File: src/rtl/adder4_pkg.sv
// Shared definitions for the adder_4 reduction controller.
// Holds the FSM state type and the adder_4 latency constant.
package adder4_pkg;

  localparam int ADDER4_LAT = 2;

  typedef enum logic [1:0] {
    IDLE,
    FEED,
    DRAIN,
    DONE
  } state_t;

endpackage

File: src/rtl/adder4_reduce_ctrl_valid_pipe.sv
// Latency-matched valid shift register for beats in flight in adder_4.
// o_tail marks a beat whose sum is on add_out; o_any covers beats ahead of it.
module valid_pipe #(
  parameter int DEPTH = 2
) (
  input  logic clk,
  input  logic rst,
  input  logic i_in,
  output logic o_tail,
  output logic o_any
);

  logic [DEPTH-1:0] r_pipe;

  generate
    if (DEPTH == 1) begin : g_one
      always_ff @(posedge clk or posedge rst) begin
        if (rst) r_pipe <= '0;
        else     r_pipe <= i_in;
      end
      assign o_any = 1'b0;
    end else begin : g_many
      always_ff @(posedge clk or posedge rst) begin
        if (rst) r_pipe <= '0;
        else     r_pipe <= {r_pipe[DEPTH-2:0], i_in};
      end
      assign o_any = |r_pipe[DEPTH-2:0];
    end
  endgenerate

  assign o_tail = r_pipe[DEPTH-1];

endmodule

File: src/rtl/adder4_reduce_ctrl.sv
// Streams 4-word beats into an external adder_4 and accumulates the sums.
// Optional sticky carry flag ovf is enabled with ADDER4_REDUCE_OVF_EN.
module adder4_reduce_ctrl
  import adder4_pkg::*;
#(
  parameter int int_bits = 13,
  parameter int LEN_W    = 8,
  parameter int ADD_LAT  = ADDER4_LAT
) (
  input  logic                clk,
  input  logic                reset,
  input  logic                start,
  input  logic [LEN_W-1:0]    len,
  output logic                busy,
  input  logic                in_valid,
  output logic                in_ready,
  input  logic [int_bits-1:0] in_d3,
  input  logic [int_bits-1:0] in_d2,
  input  logic [int_bits-1:0] in_d1,
  input  logic [int_bits-1:0] in_d0,
  output logic [int_bits-1:0] add_in3,
  output logic [int_bits-1:0] add_in2,
  output logic [int_bits-1:0] add_in1,
  output logic [int_bits-1:0] add_in0,
  input  logic [int_bits-1:0] add_out,
  output logic                res_valid,
  input  logic                res_ready,
  output logic [int_bits-1:0] res_sum
`ifdef ADDER4_REDUCE_OVF_EN
  ,
  output logic                ovf
`endif
);

  state_t r_state, w_next;

  logic [LEN_W-1:0]    r_len, r_cnt;
  logic [int_bits-1:0] r_acc;
  logic w_start, w_accept, w_last, w_tail, w_ahead;

  assign w_start  = (r_state == IDLE) & start;
  assign w_accept = (r_state == FEED) & in_valid;
  assign w_last   = (r_cnt + LEN_W'(1)) == r_len;

  valid_pipe #(.DEPTH(ADD_LAT)) u_vpipe (
    .clk    (clk),
    .rst    (reset),
    .i_in   (w_accept),
    .o_tail (w_tail),
    .o_any  (w_ahead)
  );

  always_ff @(posedge clk or posedge reset) begin
    if (reset) r_state <= IDLE;
    else       r_state <= w_next;
  end

  // DRAIN may exit while the tail sum lands: acc is final in DONE.
  always_comb begin
    w_next    = r_state;
    in_ready  = 1'b0;
    res_valid = 1'b0;
    unique case (r_state)
      IDLE: begin
        if (start) w_next = (len == '0) ? DONE : FEED;
      end
      FEED: begin
        in_ready = 1'b1;
        if (w_accept && w_last) w_next = DRAIN;
      end
      DRAIN: begin
        if (!w_ahead) w_next = DONE;
      end
      DONE: begin
        res_valid = 1'b1;
        if (res_ready) w_next = IDLE;
      end
      default: w_next = IDLE;
    endcase
  end

  assign busy    = (r_state != IDLE);
  assign add_in3 = w_accept ? in_d3 : '0;
  assign add_in2 = w_accept ? in_d2 : '0;
  assign add_in1 = w_accept ? in_d1 : '0;
  assign add_in0 = w_accept ? in_d0 : '0;
  assign res_sum = res_valid ? r_acc : '0;

  always_ff @(posedge clk or posedge reset) begin
    if (reset) begin
      r_len <= '0;
      r_cnt <= '0;
    end else if (w_start) begin
      r_len <= len;
      r_cnt <= '0;
    end else if (w_accept) begin
      r_cnt <= r_cnt + LEN_W'(1);
    end
  end

`ifdef ADDER4_REDUCE_OVF_EN
  logic [int_bits:0] w_sum;
  logic              r_ovf;

  assign w_sum = {1'b0, r_acc} + {1'b0, add_out};
  assign ovf   = r_ovf;

  always_ff @(posedge clk or posedge reset) begin
    if (reset)                   r_ovf <= 1'b0;
    else if (w_start)            r_ovf <= 1'b0;
    else if (w_tail && w_sum[int_bits]) r_ovf <= 1'b1;
  end
`else
  logic [int_bits-1:0] w_sum;

  assign w_sum = r_acc + add_out;
`endif

  always_ff @(posedge clk or posedge reset) begin
    if (reset)        r_acc <= '0;
    else if (w_start) r_acc <= '0;
    else if (w_tail)  r_acc <= w_sum[int_bits-1:0];
  end

endmodule

File: config.mk
export PLATFORM = sky130hd
export DESIGN_NAME = adder4_reduce_ctrl
export DESIGN_NICKNAME = d
export VERILOG_FILES = /design/src/rtl/adder4_pkg.sv /design/src/rtl/adder4_reduce_ctrl_valid_pipe.sv /design/src/rtl/adder4_reduce_ctrl.sv
export SDC_FILE = /design/constraint.sdc
export NUM_CORES = 1
export LEC_CHECK = 0
export CAP_MARGIN = 20
export CELL_PAD_IN_SITES_DETAIL_PLACEMENT = 0
export CELL_PAD_IN_SITES_GLOBAL_PLACEMENT = 1
export CORE_MARGIN = 2
export CORE_UTILIZATION = 28
export CTS_BUF_LIST = sky130_fd_sc_hd__clkbuf_4 sky130_fd_sc_hd__clkbuf_8
export DETAILED_ROUTE_END_ITERATION = 10
export PLACE_DENSITY_LB_ADDON = 0.1
export SLEW_MARGIN = 20
export SYNTH_ARGS = -nofsm -noshare
export SYNTH_HDL_FRONTEND = slang
export SYNTH_SLANG_ARGS = --single-unit
export TNS_END_PERCENT = 30
File: constraint.sdc
create_clock -name clk -period 2.7 [get_ports clk]
set_clock_uncertainty 0.15 [all_clocks]
set_input_delay 0.54 -clock clk [delete_from_list [all_inputs] [get_ports clk]]
set_output_delay 0.54 -clock clk [all_outputs]
set_load 0.02 [all_outputs]
---- After elaboration in Yosys (flattened, before gate mapping) ----
Cells that the tools add are included.
cells by class
  add/sub/neg operators ................... 2
  reduce and logical (&&, ||, !) cells .... 7
  mux-type cells .......................... 17
  bitwise gates (word level) .............. 2
  equal/unequal tests ..................... 8
operators by type and width
  operator                                                                  number
  13-bit 2-to-1 mux                                                         7
  8-bit 2-to-1 mux                                                          2
  13-bit adder                                                              1
  2-bit 2-to-1 mux                                                          5
  8-bit by 1-bit adder with 8-bit output (second input constant)            1
  8-bit == test                                                             1
  8-bit logical NOT                                                         1
  2-bit case mux with 4 select lines                                        1
  2-bit inequality test (second input constant)                             3
  2-bit nonzero test                                                        3
  2-bit == test (second input constant)                                     2
  4-bit AND reduction                                                       1
  1-bit bitwise AND                                                         2
  2-bit by 1-bit == test with 1-bit output (second input constant)          1
  2-bit logical NOT                                                         1
  1-bit 2-to-1 mux                                                          2
  2-bit by 1-bit inequality test with 1-bit output (second input constant)  1
  1-bit logical AND                                                         1
word-level totals
  output and inout port bits .............. 68
  logic and storage cells ................. 41
  register bits ........................... 33

---- Logic depth before layout (Yosys ltp) ----
Gate-level depths: netlist of the first run.
  word-level depth ........................ 5
  depth in mapped cells ................... 8
  depth with buffers taken out ............ 8

---- Cells and area by module ----
A second synthesis of the first run with hierarchy kept.
unflattened totals
  cell total of the unflattened synthesis .. 326
  area, all modules ....................... 2,680.1 sq um
modules (own cells, without submodules)
  module              times used  area an instance (sq um)  seq. area each (sq um)  cells each
  adder4_reduce_ctrl  1           2,626.3                   775.7                   323
  valid_pipe          1           53.8                      50.0                    3

---- Worst setup path after synthesis of the first run ----
OpenSTA, ideal clock, no wires.
  path kind ............................... input to register
  start point ............................. in add_out[0]
  end point ............................... reg r_acc[10]
  data required time ...................... 2.463 ns
  stages on the path ...................... 8
  path slack .............................. 0.296 ns
  arrival time ............................ 2.167 ns
  setup time .............................. 0.087 ns
  buffers on the path ..................... 0
  cell sequence ........................... ha_1 fa_1 a21oi_1 o211ai_1 a31oi_1 nor2_1 mux2_1 o211ai_1
between the ends
  word-level cells in the longest chain between the ends .. 3
ends and longest elaborated chain
  item                    RTL line                   text
  start: declaration      adder4_reduce_ctrl.sv:25   input logic [int_bits-1:0] add_out,
  13-bit adder            adder4_reduce_ctrl.sv:116  assign w_sum = r_acc + add_out;
  13-bit 2-to-1 mux       adder4_reduce_ctrl.sv:122  else if (w_tail) r_acc <= w_sum[int_bits-1:0];
  13-bit 2-to-1 mux       adder4_reduce_ctrl.sv:121  else if (w_start) r_acc <= '0;
  end signal: assignment  adder4_reduce_ctrl.sv:122
  end: declaration        adder4_reduce_ctrl.sv:38   logic [int_bits-1:0] r_acc;
No other way between the ends. The select of a mux whose other input is x is not followed.
A chain may end at the register's enable or synchronous reset.

---- Final worst setup path of the first run ----
Ends and elaborated chain as after synthesis.

==> results.sh, run 1 <==
export IMPL_wirelength_um=8590
export IMPL_fmax_ghz=0.390
export IMPL_drcViolationCount=0
export IMPL_period_needed_ns=2.57
export IMPL_num_rows=36
export IMPL_die_area_mm2=0.0106
export IMPL_startpoint_type="input port"
export IMPL_place_ws_ns=-0.223
export IMPL_drtIter0Drc=69
export IMPL_die_x_um=103
export IMPL_mappedNetlistNets=428
export IMPL_avgRoutedWirePerCell_um=13.9
export IMPL_cpLargestDelayFamily="compound AO/OA/AOI/OAI gates"
export IMPL_yosys_warnings=0
export IMPL_synthArstFlopShare_pct=100
export IMPL_crit_buf_inv=1
export IMPL_irDropWorstVdd_v=0.000297
export IMPL_path_common_cell="o211ai_1"
export IMPL_status="finished clean"
export IMPL_drive_gt1_share_pct=8.66
export IMPL_maxCapViolations=0
export IMPL_ys_seq_area_share_pct=30.2
export IMPL_fin_cells=618
export IMPL_synth_seq_cells=33
export IMPL_grt_overflow=0
export IMPL_slew_violations=0
export IMPL_gp_congestion=0.853
export IMPL_ios=146
export IMPL_ys_flop_type="dfrtp_1"
export IMPL_cts_max_level=2
export IMPL_p_total_mw=3.51
export IMPL_leakagePower_nw=2.31
export IMPL_critPathMaxFanout=3
export IMPL_worstPathArrival_ns=2.61
export IMPL_core_area_mm2=0.00964
export IMPL_antennaDiodeCount=0
export IMPL_crit_type="in2reg"
export IMPL_hold_class="reg2reg"
export IMPL_numPortBuffers=145
export IMPL_utilization_pct=46.7
export IMPL_grt_pass1_vias=2666
export IMPL_cts_buffers=5
export IMPL_detail_route_antenna_nets=0
export IMPL_cpPeakStageDelay_ns=0.40
export IMPL_slew_headroom_pct=62.1
export IMPL_grt_pass1_wl_um=13200
export IMPL_clockRootBuffer="clkbuf_8"
export IMPL_clk_pin_slew_worst_paths_ns=0.06
export IMPL_cts_sinks=33
export IMPL_start_util_pct=28.3
export IMPL_synth_top_cell_by_area="dfrtp_1"
export IMPL_fin_setup_tns_ns=0
export IMPL_cp_end_kind="register"
export IMPL_crit_path_top_delay_cell="clkdlybuf4s50_1"
export IMPL_finalSetupViolCount=0
export IMPL_fin_ws_ns=0.135
export IMPL_hold_buffers=0
export IMPL_layout_commonest_cell="clkdlybuf4s50_1"
export IMPL_clkLatencyLatePin_ns=0.28
export IMPL_grt_max_degree=55
export IMPL_path_cells="clkdlybuf4s50_1 -> ha_1 -> fa_2 -> a21oi_2 -> o211ai_1 -> a31oi_1 -> nor2_1 -> mux2_1 -> o211ai_1"
export IMPL_cts_buffer_depth=2
export IMPL_final_hold_viol_count=0
export IMPL_yosys_area_top_type_share_pct=30.2
export IMPL_hpwlAfterDp_um=6660
export IMPL_track_usage_pct=15.6
export IMPL_placed_cell_area_mm2=0.00446
export IMPL_nets=582
export IMPL_worstMarginPinSlew_ns=0.563
export IMPL_syn_to_final_growth_pct=64.8
export IMPL_drtPass1Iterations=4
export IMPL_power_density_mw_per_mm2=780
export IMPL_nFillCells=1013
export IMPL_synth_edf_count=0
export IMPL_yosysUniqueCellTypes=52
export IMPL_synth_area_mm2=0.00273
export IMPL_synth_cells=331
export IMPL_synth_avg_cell_area_um2=8.25
export IMPL_die_h_um=103
export IMPL_vias=2892
export IMPL_finalCritPeriodShare_pct=95.0
export IMPL_critPathRequiredTime_ns=2.75
export IMPL_cts_tree="done"
export IMPL_synthTopCellsByArea="dfrtp_1 30%, and3_1 12%, ha_1 8.2%"
export IMPL_fin_area_mm2=0.00450
export IMPL_final_cell_mix="93 x clkdlybuf4s50_1, 54 x and3_1, 52 x dlygate4sd2_1"
export IMPL_dp_cells=611
export IMPL_hold_ws_ns=0.228
export IMPL_antenna_found_initial=0
export IMPL_avgViaCountPerCell=4.68
==> state kept, by name (all words and copies together) (netlist names) <==
register / flops
r_acc: 13
r_cnt: 8
r_len: 8
r_state: 2
u_vpipe.r_pipe: 2
==> metal layers <==
metal	share of wire, %	GRT usage [%]
met1	46	21.3
met2	45	25.4
met4	0.69	3.44
met5	0	0
met3	8.4	3.53
==> Yosys cell counts, types with 2 or more instances <==
| library cell | instances |
|---|---|
| ha_1 | 18 |
| nor2_1 | 21 |
| xor2_1 | 11 |
| o211a_1 | 2 |
| o21ai_1 | 2 |
| nor3_1 | 2 |
| or3_1 | 2 |
| nor4_1 | 2 |
| o21bai_1 | 2 |
| and2_1 | 17 |
| nand3_1 | 3 |
| o21ai_0 | 9 |
| nand4_1 | 4 |
| mux2i_1 | 9 |
| o31ai_1 | 3 |
| a21oi_1 | 13 |
| nand3b_1 | 6 |
| inv_1 | 9 |
| and3_1 | 54 |
| xnor2_1 | 10 |
| nand2_1 | 42 |
| o211ai_1 | 3 |
| a211oi_1 | 3 |
| a31oi_1 | 5 |
| dfrtp_1 | 33 |
| clkbuf_1 | 18 |
| a21o_1 | 3 |
==> layout make-up <==
type | instances | area [um^2] | share of cell area (%)
clock buffer | 7 | 90.1 | 2.00
tap | 133 | 166 | 3.70
timing repair buffer | 167 | 1580 | 35.0
sequential | 33 | 826 | 18.3
inverter | 10 | 37.5 | 0.834
multi-input combinational | 268 | 1800 | 40.1
==> power by group <==
part / total [mW] / switching, mW / internal, mW
clock network: 0.389 / 0.176 / 0.212
registers: 0.833 / 0.159 / 0.675
logic: 2.29 / 1.22 / 1.07
total: 3.51 / 1.55 / 1.96
==> worst paths after layout <==
check	start	slack, ns	cells after the start	endpoint
worst min-delay path	u_vpipe.r_pipe[0]	0.23	0	u_vpipe.r_pipe[1]
max in group asynchronous	reset	1.59	3	r_acc[11]
worst min register to register	u_vpipe.r_pipe[0]	0.23	0	u_vpipe.r_pipe[1]
min in group asynchronous	reset	0.50	3	r_acc[3]
worst max register to register	r_cnt[0]	0.40	7	r_state[1]
worst max-delay path	add_out[0]	0.13	9	r_acc[10]
==> what timing repair did <==
action / 4_1_cts / 5_1_grt
endpoints found under the setup margin: 52 / 2
hold endpoints to repair: 0 / 0
resized for setup: 53 / 4
buffers inserted: 0 / 0
pin swaps: 0 / 2
==> logic make-up (layout without fill, tap and decap cells) <==
logic type                 Yosys count  in the layout  share of synthesized area, %
xor gates and xnor gates            21             21                          6.74
adders and majority gates           19             19                          8.98
muxes                               10             10                          3.71
buffers and inverters               30            184                          4.40
and+or+nand+nor                    165            165                          33.3
AOI/OAI and AO/OA                   53             53                          12.6
DFF                                 33             33                          30.2
(Power assumes the default switching activity.)
==> run 2: changes to the inputs <==
--- a/config.mk
+++ b/config.mk
@@ -8,11 +8,12 @@
 export CAP_MARGIN = 20
 export CELL_PAD_IN_SITES_DETAIL_PLACEMENT = 0
 export CELL_PAD_IN_SITES_GLOBAL_PLACEMENT = 1
+export CORE_ASPECT_RATIO = 0.8
 export CORE_MARGIN = 2
 export CORE_UTILIZATION = 28
 export CTS_BUF_LIST = sky130_fd_sc_hd__clkbuf_4 sky130_fd_sc_hd__clkbuf_8
 export DETAILED_ROUTE_END_ITERATION = 10
-export PLACE_DENSITY_LB_ADDON = 0.1
+export PLACE_DENSITY = 0.85
 export SLEW_MARGIN = 20
 export SYNTH_ARGS = -nofsm -noshare
 export SYNTH_HDL_FRONTEND = slang
==> run 2 against run 1 <==
  * Core utilization up 0.55 points
  * Critical path depth stayed put
  * Register-to-register slack lost 0.07 ns
  * Critical endpoint unchanged
==> results.sh, run 2 (synthesis gave the netlist of run 1 again) <==
export IMPL_status="finished clean"
export IMPL_fin_area_mm2=0.00452
export IMPL_die_h_um=92.3
export IMPL_vias=2968
export IMPL_critPathRequiredTime_ns=2.75
export IMPL_drive_gt1_share_pct=8.81
export IMPL_p_total_mw=3.65
export IMPL_cp_end_kind="register"
export IMPL_grt_overflow=0
export IMPL_layout_commonest_cell="clkdlybuf4s50_1"
export IMPL_nets=584
export IMPL_slew_violations=0
export IMPL_cts_buffers=5
export IMPL_irDropWorstVdd_v=0.000273
export IMPL_cts_tree="done"
export IMPL_die_x_um=114
export IMPL_largest_reg_flops=13
export IMPL_maxCapViolations=0
export IMPL_finalSetupViolCount=0
export IMPL_grt_max_degree=34
export IMPL_track_usage_pct=16.3
export IMPL_fmax_ghz=0.393
export IMPL_num_rows=32
export IMPL_dp_cells=598
export IMPL_clk_pin_slew_worst_paths_ns=0.07
export IMPL_antennaDiodeCount=0
export IMPL_cts_max_level=2
export IMPL_clockRootBuffer="clkbuf_8"
export IMPL_nFillCells=938
export IMPL_worstMarginPinSlew_ns=0.578
export IMPL_crit_type="in2reg"
export IMPL_largest_register="r_acc"
export IMPL_leakagePower_nw=2.35
export IMPL_worstPathArrival_ns=2.59
export IMPL_gp_congestion=0.812
export IMPL_startpoint_type="input port"
export IMPL_clkLatencyLatePin_ns=0.28
export IMPL_drtIter0Drc=126
export IMPL_antenna_found_initial=0
export IMPL_utilization_pct=47.2
export IMPL_avgViaCountPerCell=4.89
export IMPL_wirelength_um=8870
export IMPL_avgRoutedWirePerCell_um=14.6
export IMPL_drtPass1Iterations=4
export IMPL_fin_cells=607
export IMPL_hold_class="reg2reg"
export IMPL_period_needed_ns=2.55
export IMPL_reg_top3="r_acc x13, r_cnt x8, r_len x8"
export IMPL_die_area_mm2=0.0106
export IMPL_multiInputGateArea_mm2=0.00180
export IMPL_final_hold_viol_count=0
export IMPL_grt_pass1_wl_um=14000
export IMPL_syn_to_final_growth_pct=65.6
export IMPL_fin_setup_tns_ns=0
export IMPL_cts_sinks=33
export IMPL_slew_headroom_pct=61.1
export IMPL_cts_buffer_depth=2
export IMPL_grt_pass1_vias=2887
export IMPL_register_area_um2=826
export IMPL_finalCritPeriodShare_pct=94.3
export IMPL_hpwlAfterDp_um=6920
export IMPL_ios=146
export IMPL_numPortBuffers=145
export IMPL_placed_cell_area_mm2=0.00443
export IMPL_final_cell_mix="92 x clkdlybuf4s50_1, 54 x and3_1, 52 x dlygate4sd2_1"
export IMPL_drcViolationCount=0
export IMPL_start_util_pct=28.5
export IMPL_core_area_mm2=0.00957
export IMPL_power_density_mw_per_mm2=807
export IMPL_critPathMaxFanout=3
export IMPL_detail_route_antenna_nets=0
==> run 2: final timing paths <==
kind,cells past startpoint,to,start,slack (ns)
worst max-delay path,9,r_acc[10],add_out[0],0.15
worst min-delay path,0,u_vpipe.r_pipe[1],u_vpipe.r_pipe[0],0.24
worst max register to register,7,r_state[1],r_cnt[0],0.33
worst min register to register,0,u_vpipe.r_pipe[1],u_vpipe.r_pipe[0],0.24
max in group asynchronous,3,r_state[1],reset,1.56
min in group asynchronous,3,r_len[6],reset,0.53
==> run 2: layout make-up <==
type / instances / area share, %
tap: 119 / 3.29
sequential: 33 / 18.3
timing repair buffer: 169 / 35.2
clock buffer: 7 / 1.99
multi-input combinational: 268 / 39.7
inverter: 10 / 0.830
clock inverter: 1 / 0.664
==> run 2: metrics by stage <==
| stage | setup WS, ns | hold WS (ns) |
|---|---|---|
| 6_report | 0.153 | 0.240 |
| 5_1_grt | -0.0193 | 0.263 |
| 4_1_cts | 0.0569 | 0.240 |
| 3_5_place_dp | -0.239 | 0.228 |
| 3_3_place_gp | -0.221 | 0.228 |
| 2_1_floorplan | 0.296 | 0.204 |
==> run 2: layer usage <==
layer,vias to the layer above,GRT usage (%),routed length (um)
met5,-,0,0
met4,0,3.86,68
met3,4,3.47,559
met2,99,25.3,3990
met1,1383,23.2,4260
li1,1482,-,-
==> run 2: timing repair <==
item,4_1_cts,5_1_grt
pin swaps,0,2
gates resized for setup,55,4
setup buffers,0,1
endpoints found under the setup margin,52,3
hold buffers,0,0
==> run 2: critical path: stages <==
cell and delay (ns):
clkdlybuf4s50_1 0.40, ha_1 0.22, fa_2 0.37, a21oi_2 0.16, o211ai_1 0.19, a31oi_1 0.22
nor2_1 0.08, mux2_1 0.31, o211ai_1 0.09
==> run 2: report_power, final <==
group,total (mW),internal [mW],switching (mW)
clock,0.500,0.311,0.189
combinational,2.29,1.07,1.22
sequential,0.856,0.674,0.182
total,3.65,2.06,1.59
==> run 3: changes to the inputs <==
--- a/config.mk
+++ b/config.mk
@@ -11,7 +11,6 @@
 export CORE_ASPECT_RATIO = 0.8
 export CORE_MARGIN = 2
 export CORE_UTILIZATION = 28
-export CTS_BUF_LIST = sky130_fd_sc_hd__clkbuf_4 sky130_fd_sc_hd__clkbuf_8
 export DETAILED_ROUTE_END_ITERATION = 10
 export PLACE_DENSITY = 0.85
 export SLEW_MARGIN = 20
==> constraint.sdc (replaced) <==
create_clock -name clk -period 2.8 [get_ports clk]
set_clock_uncertainty 0.15 [all_clocks]
set_input_delay 0.56 -clock clk [delete_from_list [all_inputs] [get_ports clk]]
set_output_delay 0.56 -clock clk [all_outputs]
set_load 0.02 [all_outputs]
==> run 3 against run 2 <==
  * Critical path depth decreased by 5
  * Core utilization increased by 1.3 points
  * First-iteration DRC count increased by 4.0%
  * Non-clock buffer count decreased by 6
  * Hold slack got worse by 0.0062 ns
  * Total power decreased by 1.8%
  * Setup slack got worse by 0.11 ns
  * Global-route usage increased by 0.68 points
  * Cell area increased by 2.8%
  * Sequential power decreased by 2.8%
  * Critical path type is now in2out
==> results.sh, run 3 (synthesis gave the netlist of run 1 again) <==
export IMPL_path_common_cell="clkdlybuf4s50_1"
export IMPL_cts_sinks=33
export IMPL_vias=2912
export IMPL_period_needed_ns=2.76
export IMPL_cp_end_kind="output pin"
export IMPL_leakagePower_nw=2.87
export IMPL_path_cells="clkdlybuf4s50_1 -> buf_4 -> and3_1 -> clkdlybuf4s50_1"
export IMPL_cts_tree="done"
export IMPL_wirelength_um=8900
export IMPL_antenna_found_initial=0
export IMPL_slew_headroom_pct=61.4
export IMPL_track_usage_pct=17.0
export IMPL_die_x_um=114
export IMPL_gp_congestion=0.793
export IMPL_rsz0062_at_grt="true"
export IMPL_layout_commonest_cell="clkdlybuf4s50_1"
export IMPL_crit_path_top_delay_cell="clkdlybuf4s50_1"
export IMPL_hold_buffers=0
export IMPL_irDropWorstVdd_v=0.000278
export IMPL_num_rows=32
export IMPL_grt_pass1_vias=2918
export IMPL_die_area_mm2=0.0106
export IMPL_drtPass1Iterations=4
export IMPL_maxCapViolations=0
export IMPL_critPathMaxFanout=24
export IMPL_grt_max_degree=34
export IMPL_grt_pass1_wl_um=14500
export IMPL_clkLatencyLatePin_ns=0.27
export IMPL_critPathRequiredTime_ns=2.09
export IMPL_antennaDiodeCount=0
export IMPL_final_cell_mix="94 x clkdlybuf4s50_1, 54 x and3_1, 43 x dlymetal6s2s_1"
export IMPL_nets=578
export IMPL_drtIter0Drc=131
export IMPL_avgViaCountPerCell=4.85
export IMPL_finalCritPeriodShare_pct=98.6
export IMPL_cpLargestDelayFamily="buffers and inverters"
export IMPL_top_layer="met4"
export IMPL_largest_register="r_acc"
export IMPL_wl_met3_um=504
export IMPL_status="finished clean"
export IMPL_cts_buffer_depth=2
export IMPL_worstPathArrival_ns=2.05
export IMPL_core_area_mm2=0.00957
export IMPL_ios=146
export IMPL_grt_overflow=0
export IMPL_wl_met1_um=4280
export IMPL_fin_setup_tns_ns=0
export IMPL_slew_violations=0
export IMPL_reg_top3="r_acc x13, r_cnt x8, r_len x8"
export IMPL_r2r_slack_ns=0.41
export IMPL_drive_gt1_share_pct=6.65
export IMPL_cpPeakStageDelay_ns=0.59
export IMPL_drcViolationCount=0
export IMPL_die_h_um=92.3
export IMPL_crit_type="in2out"
export IMPL_hold_class="reg2reg"
export IMPL_numPortBuffers=145
export IMPL_worstMarginPinSlew_ns=0.574
export IMPL_utilization_pct=48.6
export IMPL_syn_to_final_growth_pct=70.2
export IMPL_p_total_mw=3.58
export IMPL_cts_buffers=5
export IMPL_finalSetupViolCount=0
export IMPL_crit_buf_inv=3
export IMPL_largest_reg_flops=13
export IMPL_startpoint_type="input port"
export IMPL_start_util_pct=28.5
export IMPL_power_density_mw_per_mm2=770
export IMPL_final_hold_viol_count=0
export IMPL_cts_max_level=2
export IMPL_dr_wl_met2_um=4050
export IMPL_clockRootBuffer="clkbuf_16"
export IMPL_clk_pin_slew_worst_paths_ns=0.05
export IMPL_hpwlAfterDp_um=6950
export IMPL_avgRoutedWirePerCell_um=14.8
export IMPL_detail_route_antenna_nets=0
export IMPL_fmax_ghz=0.362
[run 3: report_power, final]
part	total, mW	leakage [nW]	internal [mW]	switching, mW
combinational	2.21	2.37	1.05	1.17
sequential	0.832	0.429	0.651	0.181
clock	0.537	0.0700	0.349	0.189
total	3.58	2.87	2.05	1.53
[run 3: final cells by class]
class | count | area [um^2]
well taps | 119 | 149
fillers | 884 | 4920
inverters | 10 | 37.5
flip-flops and latches | 33 | 826
multi-input cells | 268 | 1780
repair buffers | 163 | 1710
clock buffers | 7 | 143
[run 3: per-stage QoR]
step           setup WS (ns)  hold slack [ns]  cell area, um^2  instances
3_3_place_gp          -0.132            0.229             4400        593
5_1_grt              -0.0479            0.263             4650        600
6_report              0.0385            0.234             4650        600
4_1_cts             0.000170            0.238             4530        600
2_1_floorplan          0.376            0.204             2730        331
3_5_place_dp          -0.163            0.212             4400        593
[run 3: layer usage]
metal  vias up  global-route usage [%]
met4         0                    3.96
met2        83                    26.3
met5         -                       0
met3         4                    2.81
met1      1361                    24.8
li1       1464                       -
[run 3: path summary, 6_finish.rpt]
path | from | to | cells past startpoint
min reg2reg | u_vpipe.r_pipe[0] | u_vpipe.r_pipe[1] | 0
min | u_vpipe.r_pipe[0] | u_vpipe.r_pipe[1] | 0
max reg2reg | r_state[1] | r_state[0] | 9
max | in_valid | add_in3[12] | 4
min in group asynchronous | reset | r_len[6] | 3
max in group asynchronous | reset | r_cnt[7] | 3
[run 3: what timing repair did]
action	in CTS	in global routing
setup endpoints to repair	8	46
gates resized for setup	8	46
gates cloned	0	0
pin swaps	0	1
setup buffers	0	0
